[config.mk]
export PLATFORM = sky130hd
export DESIGN_NAME = controller_sequencer
export DESIGN_NICKNAME = d
export VERILOG_FILES = /design/src/rtl/controller_sequencer.sv
export SDC_FILE = /design/constraint.sdc
export NUM_CORES = 1
export LEC_CHECK = 0
export CAP_MARGIN = 20
export CELL_PAD_IN_SITES_DETAIL_PLACEMENT = 0
export CELL_PAD_IN_SITES_GLOBAL_PLACEMENT = 2
export CORE_UTILIZATION = 24
export CTS_BUF_LIST = sky130_fd_sc_hd__clkbuf_4
export CTS_CLUSTER_SIZE = 25
export DETAILED_ROUTE_END_ITERATION = 16
export PLACE_DENSITY_LB_ADDON = 0.1
export SLEW_MARGIN = 20
export SYNTH_ARGS = -nofsm -noshare
export SYNTH_HDL_FRONTEND = slang
export SYNTH_SLANG_ARGS = --single-unit
[constraint.sdc]
create_clock -name clk -period 2.2 [get_ports clk]
set_clock_uncertainty 0.1 [all_clocks]
set_input_delay 0.44 -clock clk [delete_from_list [all_inputs] [get_ports clk]]
set_output_delay 0.44 -clock clk [all_outputs]
set_load 0.01 [all_outputs]
[src/rtl/controller_sequencer.sv]
// controller_sequencer: SAP-1 controller-sequencer.
//
// A six-state one-hot ring counter (T1..T6) steps through the fetch cycle
// (T1..T3). It then decodes the IR opcode nibble into the execute-phase
// control word (T4..T6). HLT freezes the counter in T4 until clr.
// The counter advances on the falling edge of clk. This gives the
// datapath a control word that has been stable for half a cycle at each
// rising edge.
//
// Optional feature, enabled by defining CTRL_EARLY_RETURN_EN:
//   the counter returns to T1 right after the last active execute state.
//   LDA takes 5 states, OUT and NOP take 4, ADD and SUB take 6.
//
// Ports:
//   clk     in   system clock (state changes on the falling edge)
//   clr     in   asynchronous active-high reset
//   opcode  in   [3:0] IR upper nibble, used only in T4..T6
//   Cp Ep Lm CE Li Ei La Ea Su Eu Lb Lo
//           out  active-high control strobes, combinational
//   hlt     out  machine halted (sticky until clr)
//   tstate  out  [5:0] one-hot T-state, bit 0 = T1
module controller_sequencer #(
    parameter logic [3:0] OP_LDA = 4'h0,
    parameter logic [3:0] OP_ADD = 4'h1,
    parameter logic [3:0] OP_SUB = 4'h2,
    parameter logic [3:0] OP_OUT = 4'hE,
    parameter logic [3:0] OP_HLT = 4'hF
) (
    input  logic       clk,
    input  logic       clr,
    input  logic [3:0] opcode,
    output logic       Cp,
    output logic       Ep,
    output logic       Lm,
    output logic       CE,
    output logic       Li,
    output logic       Ei,
    output logic       La,
    output logic       Ea,
    output logic       Su,
    output logic       Eu,
    output logic       Lb,
    output logic       Lo,
    output logic       hlt,
    output logic [5:0] tstate
);

    typedef enum logic [5:0] {
        T1 = 6'b000001,
        T2 = 6'b000010,
        T3 = 6'b000100,
        T4 = 6'b001000,
        T5 = 6'b010000,
        T6 = 6'b100000
    } tstate_e;

    tstate_e state_q, state_d;
    logic    halt_q, halt_d;

    logic is_lda, is_add, is_sub, is_out, halt_now;
    logic early_t4, early_t5;

    assign is_lda   = (opcode == OP_LDA);
    assign is_add   = (opcode == OP_ADD);
    assign is_sub   = (opcode == OP_SUB);
    assign is_out   = (opcode == OP_OUT);
    assign halt_now = (state_q == T4) && (opcode == OP_HLT);

`ifdef CTRL_EARLY_RETURN_EN
    // OUT and NOP have no work after T4. LDA has no work after T5.
    // HLT never reaches the early-return decision because halting takes priority.
    assign early_t4 = !(is_lda || is_add || is_sub);
    assign early_t5 = is_lda;
`else
    assign early_t4 = 1'b0;
    assign early_t5 = 1'b0;
`endif

    always_ff @(negedge clk or posedge clr) begin
        if (clr) begin
            state_q <= T1;
            halt_q  <= 1'b0;
        end else begin
            state_q <= state_d;
            halt_q  <= halt_d;
        end
    end

    always_comb begin
        halt_d  = halt_q || halt_now;
        state_d = T1;
        if (halt_d) begin
            state_d = state_q;
        end else begin
            case (state_q)
                T1:      state_d = T2;
                T2:      state_d = T3;
                T3:      state_d = T4;
                T4:      state_d = early_t4 ? T1 : T5;
                T5:      state_d = early_t5 ? T1 : T6;
                T6:      state_d = T1;
                default: state_d = T1; // illegal encodings recover to T1
            endcase
        end
    end

    always_comb begin
        Cp = 1'b0;
        Ep = 1'b0;
        Lm = 1'b0;
        CE = 1'b0;
        Li = 1'b0;
        Ei = 1'b0;
        La = 1'b0;
        Ea = 1'b0;
        Su = 1'b0;
        Eu = 1'b0;
        Lb = 1'b0;
        Lo = 1'b0;
        // hlt is raised combinationally on T4 entry. halt_q keeps it raised
        // even if opcode changes later.
        hlt    = !clr && (halt_q || halt_now);
        tstate = state_q;
        if (!clr && !hlt) begin
            case (state_q)
                T1: begin
                    Ep = 1'b1;
                    Lm = 1'b1;
                end
                T2: Cp = 1'b1;
                T3: begin
                    CE = 1'b1;
                    Li = 1'b1;
                end
                T4: begin
                    if (is_lda || is_add || is_sub) begin
                        Ei = 1'b1;
                        Lm = 1'b1;
                    end else if (is_out) begin
                        Ea = 1'b1;
                        Lo = 1'b1;
                    end
                end
                T5: begin
                    if (is_lda) begin
                        CE = 1'b1;
                        La = 1'b1;
                    end else if (is_add || is_sub) begin
                        CE = 1'b1;
                        Lb = 1'b1;
                    end
                end
                T6: begin
                    if (is_add || is_sub) begin
                        Eu = 1'b1;
                        La = 1'b1;
                        Su = is_sub;
                    end
                end
                default: ;
            endcase
        end
    end

endmodule

# == Word level (Yosys, flattened, before mapping) ==
# Cells that the tools add are included.
# word_totals
regBits,7
elab_cells,53
# op_classes
eq_ne,10
mux,31
reduce_logical,10
# ops
cell,n
6-bit one-hot mux with 5 select lines,1
1-bit 2-to-1 mux,27
"4-bit == test, second input constant",2
"6-bit by 1-bit == test with 1-bit output, second input constant",1
"6-bit by 2-bit == test with 1-bit output, second input constant",1
"6-bit by 3-bit == test with 1-bit output, second input constant",1
"6-bit by 4-bit == test with 1-bit output, second input constant",1
"6-bit by 5-bit == test with 1-bit output, second input constant",1
"6-bit == test, second input constant",1
1-bit one-hot mux with 2 select lines,3
"4-bit by 1-bit == test with 1-bit output, second input constant",1
"4-bit by 2-bit == test with 1-bit output, second input constant",1
4-bit logical NOT,1
1-bit logical OR,4
1-bit logical AND,3
1-bit logical NOT,2

# == Longest topological paths before layout ==
# Gate-level depths: netlist of run 1.
# logic_depth
ltp_word,7
mapped_depth,6

==> impl_results.md, run 1 <==
- Outcome: complete, but fails checks
- Failing checks: negative setup slack
- 1st-iter DRT viols: 9
- CTS tree: done
- Die X: 52.5 um
- Worst hold path depth: 3
- Diode count: 0
- Vias in the first global route: 786
- Core area: 2320 um2
- Largest net degree at the start of global routing: 9
- Die H: 52.5 um
- Grt total ovfl: 0
- Fin. max-slew vios: 0
- RR Endpoint: tstate[2]
- Cells after synthesis: 72
- Design area: 1420 um2
- Starting density of the core: 0.264
- Worst slew pin tran: 0.482 ns
- DP Worst Slack: -1.29 ns
- Primary FF master, synth: dfrtn_1
- # nets final: 153
- Mux contribution to synthesized area: 0
- Endpoints failing setup: 26
- Vias per std cell: 4.67
- Worst R2R Setup Slack: 0.52 ns
- Psw: 476 uW
- Clock transition at path regs: 0.04 ns
- Clock share of power: 0.090
- Synthesized cell area: 613 um2
- Register area: 176 um2
- Worst-skew pair later-pin latency: 0.29 ns
- Leak: 0.000697 uW
- Pwr dens: 880 nW/um2
- CTS H-tree depth: 1
- CP Capture Type: primary output
- Synth warn: 0
- Max Cap Violations: 0
- Routability cong.: 0.756
- Commonest non-fill, non-tap cell in the layout: buf_4
- Synth Area in Compound Gates: 0.196
- Yosys cell types: 33
- Reg-to-Reg Start: tstate[3]
- Post-route ant nets: 0
- Crit Path Class: flop to primary output
- Sequential fraction of the synthesis area: 0.288
- Simple-gate share of the synthesized area: 0.390
- CP Launch Type: flop
- Root buffer cell: clkbuf_4
- Die area: 2760 um2
- Clock Sinks: 7
- Net Sw Frac: 0.381
- All-layer global routing usage: 0.178
- HP Start: tstate[5]
- Mean Syn Cell Area: 8.52 um2
- Most frequent cells in the layout: buf_4 (35), buf_6 (25), buf_2 (11)
- Min setup slack post-route: -1.15 ns
- Post-Synth XOR/XNOR Area: 0.0143
- Drc violations: 0
- Hold Violations, Final: 0
- Port bufs: 24
- FFs w/ async S/R, synth: 1.00
- Critical path required time: 1.66 ns
- Post-Syn Nets: 78
- Placed inst area: 1160 um2
- Io pins: 25
- Internal Power: 774 uW
- FP Rows: 17
- Initial antenna violation count: 0
- Reg2reg path depth: 6
- Hold EP: tstate[5]
- Sequential power share: 0.177
- Post-Route Utilization: 0.612
- EDFF count, synth: 0
- Critical Path AT: 2.81 ns
- #FFs+latches synth: 7
- Layout cells sized above 1: 0.747
- Fill cell count: 201
- RSZ-0062 raised after global routing: true
- First-pass GRT wire length: 3.64 mm
- WL per Instance: 13.2 um
- Post-DP HPWL: 1.59 mm
- Relative slew slack: 0.676
- TritonCTS buffer count: 3
- Crit-path max FO: 3
- DR vias: 812
- Worst hold path class: flop to flop
- DRT Pass-1 Iters: 4
- Deepest clock path buffer count: 2
- Multi-input gate area: 507 um2
- Area Overhead vs Synth: 131%
- Largest family of logic cells by synthesized area: simple AND/OR/NAND/NOR gates
- Synth Area in Adders: 0
- Maximum vdd drop: 0.000756 V
- Logic pwr share: 0.733
- Final wirelength: 2.29 mm
[stage by stage]
stage / hold WS (ns) / power (uW) / instances / setup TNS (ns)
after global placement: 0.428 / 873 / 152 / -25.74
after global routing: 0.491 / 1340 / 174 / -21.10
final: 0.479 / 1250 / 174 / -19.40
after CTS: 0.446 / 1200 / 170 / -19.55
after detailed placement: 0.438 / 883 / 152 / -26.16
after floorplan: 0.417 / 580 / 72 / -11.10
[worst max-delay path: stages (launching register included)]
cell and delay, ns:
dfstp_2 0.55, nor4_4 0.05, a41o_1 0.27, buf_6 0.13, buf_6 0.12, nor3_4 0.15, buf_2 0.14
[final cells by class]
| class | instances | area share |
|---|---|---|
| Timing Repair Buffer | 77 | 0.467 |
| Multi-Input combinational cell | 55 | 0.357 |
| Sequential cell | 7 | 0.124 |
| Tap cell | 28 | 0.0247 |
| Clock buffer | 3 | 0.0159 |
| Clock inverter | 2 | 0.00529 |
| Inverter | 2 | 0.00529 |
[power groups by stage]
stage	Sequential [uW]	Combinational [uW]	Clock (uW)
after floorplan	227	348	5.69
after global placement	226	641	5.69
after detailed placement	226	651	5.69
after CTS	220	864	114
after global routing	226	985	127
final	221	915	113
[kinds of logic (layout without fill, tap and decap cells)]
| group | count (synthesis) | count (layout) |
|---|---|---|
| compound gates | 17 | 17 |
| buf+inv | 10 | 84 |
| simple gates | 37 | 37 |
| flops | 7 | 7 |
| xor+xnor | 1 | 1 |
[flip-flops by register name (all words and copies together), names as in the netlist]
signal,flops
halt_q,1
tstate,6
[cell usage after synthesis, types with 2 or more instances]
| master | instances | area, um2 |
|---|---|---|
| nand2b_1 | 3 | 18.8 |
| o21ai_0 | 7 | 35.0 |
| nor2_1 | 7 | 26.3 |
| inv_1 | 3 | 11.3 |
| nor4_1 | 3 | 18.8 |
| buf_6 | 2 | 22.5 |
| nand2_1 | 7 | 26.3 |
| nand3b_1 | 2 | 15.0 |
| dfrtn_1 | 6 | 150 |
| o22a_1 | 2 | 17.5 |
| nor3_1 | 5 | 25.0 |
| a21oi_1 | 2 | 10.0 |
| nor4_4 | 2 | 42.5 |
| nand4b_1 | 2 | 17.5 |
[worst max path at each step]
stage                          from  endpoint  slack (ns)  cells after the start
after detailed placement  tstate[4]        La       -1.29                      5
after global placement    tstate[3]        La       -1.29                      6
final                     tstate[0]        Ei       -1.15                      6
after floorplan           tstate[4]        La       -0.82                      4
after CTS                 tstate[0]        Lm       -1.17                      6
after global routing      tstate[0]        Lm       -1.25                      6
[layer usage]
| layer | share of wire | track usage | wire (um) |
|---|---|---|---|
| met1 | 0.42 | 0.221 | 974 |
| met4 | 0.0039 | 0.0263 | 9 |
| met3 | 0.032 | 0.0232 | 73 |
| met5 | 0 | 0 | 0 |
| met2 | 0.54 | 0.327 | 1240 |
[repair_timing]
action,in CTS,in global routing
gates resized for setup,118,19
cloned,0,0
setup buffers,17,7
hold buffers,0,0
pin swaps,12,6
setup endpoints to repair,26,26
No activity file was read; power rests on OpenSTA's default activity.
==> run 2: changes to the inputs <==
--- a/config.mk
+++ b/config.mk
@@ -13,6 +13,7 @@
 export CTS_CLUSTER_SIZE = 25
 export DETAILED_ROUTE_END_ITERATION = 16
 export PLACE_DENSITY_LB_ADDON = 0.1
+export REMOVE_ABC_BUFFERS = 1
 export SLEW_MARGIN = 20
 export SYNTH_ARGS = -nofsm -noshare
 export SYNTH_HDL_FRONTEND = slang
==> run 2 against run 1 <==
Effect of this change: critical endpoint unchanged; non-clock buffer count is 4 lower; setup slack worse by 0.028 ns; the run still ends with negative setup slack left; routed wire length rose by 2.3%; clock-buffer cell count unchanged; combinational power is 8.1% lower; largest cell class unchanged; first-iteration DRC count decreased by 56%; register-to-register slack worse by 0.03 ns; critical path depth stayed put; sequential power grew 2%; critical path type unchanged.
==> impl_results.md, run 2 (synthesized netlist as in run 1, its figures left out) <==
- Hold slack final: 0.444 ns
- WL per Instance: 13.8 um
- Initial antenna violation count: 0
- Worst hold path class: flop to flop
- Deepest clock path buffer count: 2
- Die H: 52.5 um
- Min setup slack post-route: -1.18 ns
- Endpoints failing setup: 26
- Post-route ant nets: 0
- Port bufs: 24
- DP Worst Slack: -1.29 ns
- Relative slew slack: 0.716
- Worst R2R Setup Slack: 0.49 ns
- Multi-input gate area: 473 um2
- Fin. max-slew vios: 0
- Reg-to-Reg Start: tstate[0]
- Max Cap Violations: 0
- Diode count: 0
- FP Rows: 17
- Root buffer cell: clkbuf_4
- Pwr dens: 903 nW/um2
- Layout cells sized above 1: 0.725
- All-layer global routing usage: 0.191
- Post-DP HPWL: 1.56 mm
- Maximum vdd drop: 0.000602 V
- Drc violations: 0
- Top layer reached by signal wires: met4
- Vias in the first global route: 879
- Routed length on met3: 93 um
- DR vias: 819
- Io pins: 25
- Psw: 454 uW
- RSZ-0062 raised after global routing: true
- Final wirelength: 2.35 mm
- Worst hold path depth: 2
- # nets final: 149
- Clock share of power: 0.103
- CTS H-tree depth: 1
- Crit Path Class: flop to primary output
- Fill cell count: 214
- Most frequent cells in the layout: buf_4 (37), buf_6 (19), buf_2 (13)
- Worst slew pin tran: 0.423 ns
- Critical Path AT: 2.84 ns
- WL met1: 952 um
- Register area: 176 um2
- 1st-iter DRT viols: 4
- Clock Sinks: 7
- Setup TNS: -19.58 ns
- Critical path required time: 1.66 ns
- Internal Power: 735 uW
- Net Sw Frac: 0.382
- Largest register FFs: 6
- Outcome: complete, but fails checks
- Commonest non-fill, non-tap cell in the layout: buf_4
- Sequential power share: 0.190
- Largest net degree at the start of global routing: 7
- Grt total ovfl: 0
- Die X: 52.5 um
- Routability cong.: 0.792
- Hold Violations, Final: 0
- RR Endpoint: tstate[2]
- Vias per std cell: 4.82
- Area Overhead vs Synth: 115%
- CP Capture Type: primary output
- DRT Pass-1 Iters: 3
- First-pass GRT wire length: 3.77 mm
- Logic pwr share: 0.707
- Failing checks: negative setup slack
- Die area: 2760 um2
- HP Start: tstate[3]
- CTS tree: done
- TritonCTS buffer count: 3
- CP Launch Type: flop
- Crit-path max FO: 6
- Metal2 WL: 1.23 mm
- Hold EP: tstate[3]
- DP Cell Count: 150
- Worst-skew pair later-pin latency: 0.30 ns
- Starting density of the core: 0.264
- Core area: 2320 um2
- Reg2reg path depth: 6
- Non-Filler Instances: 170
- Leak: 0.000650 uW
- Hold buffer count at cts: 0
- Clock transition at path regs: 0.04 ns
==> run 2: cell count changes in the layout (fill, tap and decap cells not counted), moves of 2 or more <==
cell / previous run / this run
nor3_4: 3 / 0
o21ai_2: 2 / 4
nor3_2: 1 / 4
buf_6: 25 / 19
o21ai_1: 3 / 1
buf_8: 2 / 0
buf_4: 35 / 37
nor2_1: 2 / 4
buf_2: 11 / 13
==> run 2: power by group through the flow <==
stage / clock network, uW / registers, uW / logic [uW]
after detailed placement: 5.69 / 224 / 594
after floorplan: 5.69 / 260 / 209
after global routing: 132 / 230 / 903
final: 122 / 226 / 841
after CTS: 129 / 221 / 798
after global placement: 5.69 / 221 / 597
==> run 2: per-stage QoR <==
step | total power [uW] | util | cell area (um2)
2_1_floorplan | 474 | - | 556
3_3_place_gp | 824 | 0.465 | 1080
3_5_place_dp | 823 | 0.465 | 1080
4_1_cts | 1150 | 0.554 | 1280
5_1_grt | 1270 | 0.568 | 1320
6_report | 1190 | 0.568 | 1320
==> run 2: worst max-delay path by stage <==
stage	start	endpoint	slack [ns]	cells after the start
global placement	tstate[4]	La	-1.31	5
finish	tstate[3]	Ei	-1.18	6
CTS	tstate[0]	La	-1.15	5
floorplan	tstate[4]	hlt	-0.99	3
detailed placement	tstate[4]	La	-1.29	5
global route	tstate[3]	Ei	-1.25	6
==> run 2: critical path, stage by stage, from the launching register on <==
cell	delay, ns
dfrtn_1	0.41
and4b_1	0.24
a41o_2	0.29
buf_6	0.13
buf_6	0.12
nor3_2	0.14
buf_2	0.15
==> run 2: final cells by class <==
| type | count | share of cell area |
|---|---|---|
| clock buffer | 3 | 0.0171 |
| clock inverter | 2 | 0.00570 |
| inverter | 2 | 0.00570 |
| multi-input combinational | 55 | 0.359 |
| sequential | 7 | 0.134 |
| tap | 28 | 0.0266 |
| timing repair buffer | 73 | 0.452 |
==> run 2: repair_timing <==
item                                    in CTS  in global routing
endpoints found under the hold margin        0                  0
pin swaps                                   15                  6
resized for setup                          117                 21
setup buffers                               19                  3
endpoints found under the setup margin      26                 26
==> run 2: metal layers <==
layer | global-route usage | vias up
li1 | - | 401
met1 | 0.212 | 388
met2 | 0.352 | 21
met3 | 0.0145 | 9
met4 | 0.105 | 0
met5 | 0 | -
==> run 3: changes to the inputs <==
--- a/config.mk
+++ b/config.mk
@@ -6,13 +6,12 @@
 export NUM_CORES = 1
 export LEC_CHECK = 0
 export CAP_MARGIN = 20
-export CELL_PAD_IN_SITES_DETAIL_PLACEMENT = 0
-export CELL_PAD_IN_SITES_GLOBAL_PLACEMENT = 2
-export CORE_UTILIZATION = 24
+export CORE_UTILIZATION = 40
 export CTS_BUF_LIST = sky130_fd_sc_hd__clkbuf_4
 export CTS_CLUSTER_SIZE = 25
 export DETAILED_ROUTE_END_ITERATION = 16
-export PLACE_DENSITY_LB_ADDON = 0.1
+export GPL_ROUTABILITY_DRIVEN = 0
+export PLACE_DENSITY = 0.75
 export REMOVE_ABC_BUFFERS = 1
 export SLEW_MARGIN = 20
 export SYNTH_ARGS = -nofsm -noshare
==> run 3 against run 2 <==
Effect of this change: synthesized cell count did not move; the flow now stops in global routing; area after synthesis did not move.
==> impl_results.md, run 3 <==
- Starting density of the core: 0.449
- Die H: 41.2 um
- Top-area cell type share of the netlist area: 0.245
- Primary FF master, synth: dfrtn_1
- Largest net degree at the start of global routing: 8
- Worst End Pin Type: output port
- Port bufs: 24
- Io pins: 25
- Clock Sinks: 7
- Area contributors post-synth: dfrtn_1 (24%), nor4_4 (6.9%), o21ai_0 (5.7%), dfstp_2 (4.3%), nand2_1 (4.3%)
- Tool Error: [ERROR DPL-0038] Utilization greater than 100%, impossible to legalize
- Deepest clock path buffer count: 2
- TritonCTS buffer count: 3
- Root buffer cell: clkbuf_4
- GR repair worst EP: Lb
- CTS H-tree depth: 1
- FFs w/ async S/R, synth: 1.00
- Post-DP HPWL: 1.60 mm
- #FFs+latches synth: 7
- FP Rows: 13
- Hold buffer count at cts: 0
- Sequential fraction of the synthesis area: 0.288
- Mean Syn Cell Area: 8.52 um2
- Die X: 41.2 um
- Synthesized cell area: 613 um2
- Cells after synthesis: 72
- Outcome: aborted with a tool error
- EDFF count, synth: 0
- Synth warn: 0
- Failed at: global routing
- Commonest cells in the synthesized netlist: nand2_1 (7), nor2_1 (7), o21ai_0 (7)
- Yosys top cell by area: dfrtn_1
- Yosys cell types: 33
## run 3: cell counts after synthesis
Identical to the previous run, type by type.
## run 3: metrics by stage
step	cells	setup slack, ns	hold slack, ns	cell area (um2)	utilization
floorplan	65	-0.990	0.360	556	-
global placement	139	-1.28	0.461	1080	0.788
detailed placement	139	-1.32	0.481	1080	0.788
CTS	156	-1.16	0.467	1300	0.952
## run 3: logic make-up after synthesis
family                    Yosys count  synth area share
and+or+nand+nor                    37             0.390
AOI/OAI and AO/OA                  17             0.196
buffers and inverters              10             0.112
DFF                                 7             0.288
xor gates and xnor gates            1            0.0143
## run 3: what timing repair did
item / CTS
pin swaps: 15
resized for setup: 138
buffers inserted: 15
setup endpoints to repair: 26
==> run 4: changes to the inputs <==
--- a/config.mk
+++ b/config.mk
@@ -6,12 +6,11 @@
 export NUM_CORES = 1
 export LEC_CHECK = 0
 export CAP_MARGIN = 20
-export CORE_UTILIZATION = 40
-export CTS_BUF_LIST = sky130_fd_sc_hd__clkbuf_4
-export CTS_CLUSTER_SIZE = 25
+export CORE_AREA = 2 2 63 65
 export DETAILED_ROUTE_END_ITERATION = 16
+export DIE_AREA = 0 0 65 67
 export GPL_ROUTABILITY_DRIVEN = 0
-export PLACE_DENSITY = 0.75
+export PLACE_DENSITY_LB_ADDON = 0.15
 export REMOVE_ABC_BUFFERS = 1
 export SLEW_MARGIN = 20
 export SYNTH_ARGS = -nofsm -noshare
==> run 4 against run 3 <==
Effect of this change: the flow now finishes, with violations (negative setup slack).
==> impl_results.md, run 4 (synthesized netlist as in run 1, its figures left out) <==
- Die H: 67 um
- Design area: 1510 um2
- First-pass GRT wire length: 4.00 mm
- Fin. max-slew vios: 0
- Max Cap Violations: 0
- Outcome: complete, but fails checks
- DR vias: 837
- CP Launch Type: flop
- Leak: 0.000705 uW
- Worst slew pin tran: 0.376 ns
- Crit-path max FO: 4
- Net Sw Frac: 0.371
- Largest register FFs: 6
- Die area: 4360 um2
- Reg2reg path depth: 7
- RR Endpoint: tstate[1]
- Worst hold path class: flop to flop
- Worst hold path depth: 3
- Grt total ovfl: 0
- Core area: 3610 um2
- CP Capture Type: primary output
- Failing checks: negative setup slack
- FP Rows: 22
- Critical path required time: 1.66 ns
- Setup TNS: -19.53 ns
- Vias per std cell: 4.25
- Most used cell, CP: nor4_4
- # nets final: 156
- Placed inst area: 1100 um2
- Crit Path Class: flop to primary output
- Post-Route Utilization: 0.418
- Deepest clock path buffer count: 2
- Logic pwr share: 0.725
- Relative slew slack: 0.747
- 1st-iter DRT viols: 13
- Layout cells sized above 1: 0.738
- Hold Violations, Final: 0
- Internal Power: 901 uW
- Area Overhead vs Synth: 146%
- WL per Instance: 12.9 um
- Initial antenna violation count: 0
- CTS H-tree depth: 1
- HP Start: halt_q
- Root buffer cell: clkbuf_8
- Hold EP: tstate[5]
- Vias in the first global route: 841
- CP max stage delay: 0.55 ns
- All-layer global routing usage: 0.120
- Final Total Pwr: 1430 uW
- Sequential power share: 0.149
- Critical Path AT: 2.82 ns
- Diode count: 0
- Most frequent cells in the layout: buf_4 (36), buf_6 (28), buf_2 (10)
- DRT Pass-1 Iters: 4
- Min setup slack post-route: -1.16 ns
- TritonCTS buffer count: 3
- Crit-path cells: nor4_4, buf_4, a41o_4, buf_6, nor4_4, buf_2
- Final wirelength: 2.55 mm
- CP bufs+invs: 3
- Worst R2R Setup Slack: 0.40 ns
- Hold buffer count at cts: 0
- Clock Sinks: 7
- Maximum vdd drop: 0.000530 V
- Commonest non-fill, non-tap cell in the layout: buf_4
- Psw: 531 uW
- Worst-skew pair later-pin latency: 0.29 ns
- RSZ-0062 raised after global routing: true
- Post-DP HPWL: 1.77 mm
- Post-route ant nets: 0
- Clock share of power: 0.126
- Hold slack final: 0.489 ns
- Drc violations: 0
- Port bufs: 24
- Reg-to-Reg Start: tstate[4]
- Starting density of the core: 0.170
- Die X: 65 um
- Endpoints failing setup: 26
- Io pins: 25
- Largest net degree at the start of global routing: 8
- Pwr dens: 951 nW/um2
- Fill cell count: 364
- Clock transition at path regs: 0.03 ns
- Critical path's slowest cell: dfstp_2
- CP delay by family, top: flip-flops
- CTS tree: done
## run 4: per-stage QoR
| step | std cells | setup WS (ns) |
|---|---|---|
| 3_5_place_dp | 170 | -1.31 |
| 2_1_floorplan | 65 | -0.990 |
| 3_3_place_gp | 170 | -1.36 |
| 4_1_cts | 191 | -1.15 |
| 5_1_grt | 197 | -1.23 |
| 6_report | 197 | -1.16 |
## run 4: layout make-up
class / instances / area [um2] / area share
Inverter: 2 / 7.51 / 0.00498
Multi-Input combinational cell: 55 / 509 / 0.338
Tap cell: 48 / 60.1 / 0.0399
Clock buffer: 3 / 41.3 / 0.0274
Sequential cell: 7 / 176 / 0.117
Clock inverter: 2 / 7.51 / 0.00498
Timing Repair Buffer: 80 / 704 / 0.468
## run 4: per-layer routing
| layer | up-vias | wire (um) | track usage |
|---|---|---|---|
| li1 | 410 | - | - |
| met1 | 407 | 1020 | 0.137 |
| met2 | 20 | 1400 | 0.231 |
| met3 | 0 | 126 | 0.0321 |
| met4 | 0 | 0 | 0.00798 |
| met5 | - | 0 | 0 |
## run 4: how the worst max path moves through the flow
| stage | start | end | slack (ns) | depth (start not counted) |
|---|---|---|---|---|
| global placement | tstate[5] | Li | -1.36 | 5 |
| finish | tstate[0] | Lb | -1.16 | 6 |
| floorplan | tstate[4] | hlt | -0.99 | 3 |
| global route | tstate[0] | Lb | -1.23 | 6 |
| detailed placement | tstate[4] | La | -1.31 | 5 |
| CTS | tstate[4] | La | -1.15 | 5 |
## run 4: worst register-to-register path: stages (launching register included)
cell     delay, ns
dfrtn_1       0.37
nor4_4        0.34
buf_4         0.17
a41o_4        0.22
buf_6         0.12
buf_8         0.13
buf_8         0.14
o21ai_2       0.06
## run 4: what timing repair did
item | 4_1_cts | 5_1_grt
hold endpoints to repair | 0 | 0
gates resized for setup | 138 | 19
buffers inserted | 21 | 7
endpoints found under the setup margin | 26 | 26
pin swaps | 18 | 7
## run 4: power groups by stage
stage                     logic [uW]  registers, uW  clock network [uW]
after floorplan                  209            260                5.69
after global placement           600            215                5.69
after detailed placement         596            215                5.69
after CTS                        939            213                 184
after global routing            1100            219                 192
final                           1040            213                 181
